`src/rtl/ex_issue_ctrl_pkg.sv`:
```
// Shared types for the EX-stage issue controller.
package ex_issue_ctrl_pkg;

  typedef enum logic [1:0] {
    EX_IDLE = 2'd0,
    EX_BUSY = 2'd1,
    EX_HOLD = 2'd2
  } ex_ctrl_state_e;

endpackage

```
`src/rtl/ex_issue_ctrl.sv`:
```
// EX-stage issue controller: sequences one instruction through ALU / mult / div,
// holds results under WB back-pressure, handles flush and flags over-long multicycle ops.
module ex_issue_ctrl #(
  parameter int unsigned CNT_W          = 6,
  parameter int unsigned TIMEOUT_CYCLES = 40
) (
  input  logic             clk_i,
  input  logic             rst_i,
  input  logic             id_valid_i,
  input  logic             mult_sel_i,
  input  logic             div_sel_i,
  input  logic             ex_valid_i,
  input  logic             wb_ready_i,
  input  logic             flush_i,
  output logic             alu_instr_first_cycle_o,
  output logic             mult_en_o,
  output logic             div_en_o,
  output logic             multdiv_ready_id_o,
  output logic             ex_ready_o,
  output logic             ex_retire_o,
  output logic [CNT_W-1:0] ex_cycles_o,
  output logic             err_timeout_o
);
  import ex_issue_ctrl_pkg::*;

  // The flag sets on the edge where the counter steps onto TIMEOUT_CYCLES.
  localparam logic [CNT_W-1:0] TIMEOUT_M1 = CNT_W'(TIMEOUT_CYCLES - 1);
  localparam logic [CNT_W-1:0] CNT_ONE    = {{(CNT_W-1){1'b0}}, 1'b1};

  function automatic logic [CNT_W-1:0] sat_inc(input logic [CNT_W-1:0] v);
    return (&v) ? v : v + CNT_ONE;
  endfunction

  ex_ctrl_state_e   state_q, state_d;
  logic [CNT_W-1:0] cnt_q;
  logic             err_q;
  logic             active, first_cycle, done;

  always_comb begin
    state_d     = state_q;
    active      = id_valid_i & ~flush_i;
    first_cycle = (state_q == EX_IDLE) & id_valid_i;
    done        = active & ex_valid_i & wb_ready_i;

    unique case (state_q)
      EX_IDLE: begin
        if (id_valid_i) begin
          if (done)            state_d = EX_IDLE;
          else if (ex_valid_i) state_d = EX_HOLD;
          else                 state_d = EX_BUSY;
        end
      end
      EX_BUSY: begin
        if (!id_valid_i)                   state_d = EX_IDLE;
        else if (ex_valid_i && wb_ready_i) state_d = EX_IDLE;
        else if (ex_valid_i)               state_d = EX_HOLD;
      end
      EX_HOLD: begin
        if (!id_valid_i || wb_ready_i) state_d = EX_IDLE;
      end
      default: state_d = EX_IDLE;
    endcase

    // Flush overrides every transition, including a fresh issue in IDLE.
    if (flush_i) state_d = EX_IDLE;
  end

  always_ff @(posedge clk_i or posedge rst_i) begin
    if (rst_i) state_q <= EX_IDLE;
    else       state_q <= state_d;
  end

  // Counter keeps the last instruction's count until the next issue reloads it.
  always_ff @(posedge clk_i or posedge rst_i) begin
    if (rst_i) begin
      cnt_q <= '0;
      err_q <= 1'b0;
    end else if (first_cycle) begin
      cnt_q <= CNT_ONE;
      err_q <= 1'b0;
    end else if (state_q != EX_IDLE) begin
      cnt_q <= sat_inc(cnt_q);
      if (state_q == EX_BUSY && cnt_q >= TIMEOUT_M1) err_q <= 1'b1;
    end
  end

  assign alu_instr_first_cycle_o = first_cycle;
  assign mult_en_o               = active & mult_sel_i;
  assign div_en_o                = active & div_sel_i;
  assign multdiv_ready_id_o      = wb_ready_i;
  assign ex_retire_o             = done;
  assign ex_ready_o              = done | ((state_q == EX_IDLE) & ~id_valid_i) | flush_i;
  assign ex_cycles_o             = cnt_q;
  assign err_timeout_o           = err_q;

`ifndef SYNTHESIS
  a_id_valid_held : assert property (@(posedge clk_i) disable iff (rst_i)
    (state_q != EX_IDLE && !flush_i) |-> id_valid_i);
  a_hold_ex_valid : assert property (@(posedge clk_i) disable iff (rst_i)
    (state_q == EX_HOLD && !flush_i) |-> ex_valid_i);
`endif

endmodule

```
`config.mk`:
```
export PLATFORM = sky130hd
export DESIGN_NAME = ex_issue_ctrl
export DESIGN_NICKNAME = d
export VERILOG_FILES = /design/src/rtl/ex_issue_ctrl_pkg.sv /design/src/rtl/ex_issue_ctrl.sv
export SDC_FILE = /design/constraint.sdc
export NUM_CORES = 1
export LEC_CHECK = 0
export ABC_AREA = 1
export BUFFER_PORTS_ARGS = -buffer_cell sky130_fd_sc_hd__buf_2
export CORE_AREA = 2 2 39 41
export CTS_BUF_LIST = sky130_fd_sc_hd__clkbuf_4
export CTS_CLUSTER_DIAMETER = 60
export DETAILED_ROUTE_END_ITERATION = 10
export DIE_AREA = 0 0 41 43
export PLACE_DENSITY_LB_ADDON = 0.05
export SLEW_MARGIN = 40
export SYNTH_ARGS = -nofsm -noshare
export SYNTH_HDL_FRONTEND = slang
export SYNTH_SLANG_ARGS = --single-unit
```
`constraint.sdc`:
```
create_clock -name clk_i -period 1.63 [get_ports clk_i]
set_input_delay 0.326 -clock clk_i [delete_from_list [all_inputs] [get_ports clk_i]]
set_output_delay 0.326 -clock clk_i [all_outputs]
set_load 0.01 [all_outputs]
```
==> metrics.cfg <==
[synth]
seq_area_frac_synth_pct = 37.04
yosys.cell_count.top_type = nand2_1
syn_area_sq_um = 608.1
ys_dominant_reg_cell = dfrtp_1
yosys-top-cells-area = dfrtp_1, nand2_1, nand3_1, inv_1, nor2_4
synth-async-reset-ratio_pct = 100.0
synth_edf_count = 0
syn_nets = 95
synth_top_area_share_pct = 37.04
yosysTopAreaCell = dfrtp_1
netlist_instances = 86
ys_seq_elements = 9
syn_avg_cell_area_sq_um = 7.071
yosys_warnings = 0
synth_cell_types = 18
synthTopCellsByCount = nand2_1, inv_1, nand3_1

[grt]
grt_max_degree = 10
grt_overflow = 0
grt_pass1_wl_microns = 2076
first_global_vias = 528
grt_use_total_pct = 17.17
antenna_found_initial = 0

[cts]
cts_sinks = 9
ctsResizeCount = 0
htree_levels = 1
clkLatencyLatePin_ns = 0.25
cts_buffers = 3
path_clk_slew_ns = 0.06
cts_setup_buffers = 0
cts_hold_buf = 0
cts_tree = built
clockRootBuffer = clkbuf_4
clk_path_buf_depth = 2

[die]
die_y_microns = 43
rows = 14
dieArea_sq_um = 1763
pin_count = 21
coreArea_sq_um = 1384
start_util_pct = 43.94
die_x_microns = 41

[finish]
drive_gt1_share_pct = 32.43
n_fill_cell = 138
nets = 121
antenna_cells = 0
area_growth_pct = 25.93
fin_util_pct = 55.33
layout.cells.non_filler = 127

[placed_design]
port-buffer-count = 20
dp.final_hpwl_microns = 1045
gp_congestion = 0.7043
post-place-cells = 121

[sta]
min_period_over_period_pct = 93.76
rsz0062_at_grt = no
period_needed_ns = 1.528
worst_pin_slew_ns = 0.3420
final_max_slew_viol_count = 0
slew_headroom_pct = 77.18
final.setup.tns_ns = 0
final_hold_viol_count = 0
finClkSkew_ns = 0.0004564
setup_viol = 0
clock.fmax_mhz = 654.3

[critical_path]
cp-start-kind = flop
worstPathCellList = nor2_4 -> inv_2 -> nor2_8 -> buf_2
crit_fanout = 5
crit_buf_inv = 2
setup.worst_path.class = reg -> out
critPathMaxStageDelay_ns = 0.44
cp_slowest_cell = dfrtp_1
critPathTopFamily = flip-flops
arrival_ns = 1.20
worst_setup_path_end_kind = output pin
required_ns = 1.30

[power]
ir_drop_mv = 0.4469
powerDensity_nw_per_um2 = 1091
finalPower_uw = 835.7
p_leak_uw = 0.0004579

[drt]
drt_iter0_markers = 4
postRouteAntennaNets = 0
firstDrtPassIters = 4
routed_wirelength_microns = 1261
avgViaCountPerCell = 4.764
drc = 0
num_vias = 605
wl_per_cell_microns = 9.929

[status]
status = finished clean

[job]
max_cap_viol_count = 0

[worst_hold_path]
hold_class = in -> async

-- where the power goes --
group	internal (uW)	switching (uW)	leakage (uW)
Sequential	269	60.5	0.000119
Combinational	137	186	0.000320
Clock	111	73.3	0.0000184
-- routing by layer --
layer  share of wire (%)  track usage, %  vias to the layer above
met4                 2.1           10.00                        0
met2                  53           27.81                       18
met5                   0               0                        -
li1                    -               -                      318
met1                  40           19.67                      265
met3                 4.2           3.141                        4
-- per-stage QoR --
stage                     instance area, sq um  hold WS (ns)  setup slack [ns]
after floorplan                          608.1        0.1539            0.3613
after global placement                   720.7        0.3111            0.2920
after detailed placement                 720.7        0.3016            0.3000
after CTS                                750.7       0.02349           0.01446
after global routing                     765.7       0.04601          0.005595
final                                    765.7       0.01816            0.1016
-- cell families after synthesis --
kind of cell | count (synthesis) | share of synthesized area, %
flip-flops | 9 | 37.04
AND/OR/NAND/NOR | 54 | 43.42
multiplexers | 1 | 1.646
buffers and inverters | 16 | 10.49
adder cells (fa/ha/maj) | 1 | 2.057
AO/OA/AOI/OAI | 5 | 5.350
-- path summary, 6_finish.rpt --
kind,start,endpoint,slack [ns],cells past startpoint
min in group clk_i,flush_i,state_q[0],0.35,4
worst max-delay path,state_q[1],alu_instr_first_cycle_o,0.10,4
worst min register to register,err_timeout_o,err_timeout_o,0.48,2
worst max register to register,ex_cycles_o[0],ex_cycles_o[2],0.30,7
max in group asynchronous,rst_i,ex_cycles_o[3],1.36,2
worst min-delay path,rst_i,state_q[0],0.02,2
-- worst register-to-register path: cells and delay by family, from the launching register on --
kind                       cells  cell delay [ns]
AOI/OAI and AO/OA              1             0.05
DFF                            1             0.42
adders and majority gates      1             0.25
and+or+nand+nor                5             0.50
-- registers in the layout, summed over array words and instances, names as in the netlist --
register and flops:
ex_cycles_o 6, state_q 2, err_timeout_o 1
-- placed cells by master (no fill, tap or decap) --
| cell type | netlist | final |
|---|---|---|
| a21oi_1 | 2 | 2 |
| buf_2 | 0 | 20 |
| buf_4 | 1 | 2 |
| clkbuf_4 | 0 | 4 |
| dfrtp_1 | 9 | 9 |
| ha_1 | 1 | 1 |
| inv_1 | 12 | 12 |
| inv_2 | 3 | 3 |
| mux2i_1 | 1 | 1 |
| nand2_1 | 28 | 28 |
| nand3_1 | 10 | 10 |
| nand3b_1 | 1 | 1 |
| nand4_1 | 1 | 1 |
| nor2_1 | 8 | 8 |
| nor2_2 | 1 | 1 |
| nor2_4 | 3 | 3 |
| nor2_8 | 1 | 1 |
| nor3_1 | 1 | 1 |
| o21ai_0 | 1 | 1 |
| o21ai_2 | 2 | 2 |
-- final cells by class --
cell class | count | area [sq um] | area share (%)
Multi-Input combinational cell | 61 | 319.1 | 41.67
Clock buffer | 4 | 30.03 | 3.922
Inverter | 15 | 56.30 | 7.353
Timing Repair Buffer | 22 | 115.1 | 15.03
Sequential cell | 9 | 225.2 | 29.41
Tap cell | 16 | 20.02 | 2.614
No activity file was read; power rests on OpenSTA's default activity.
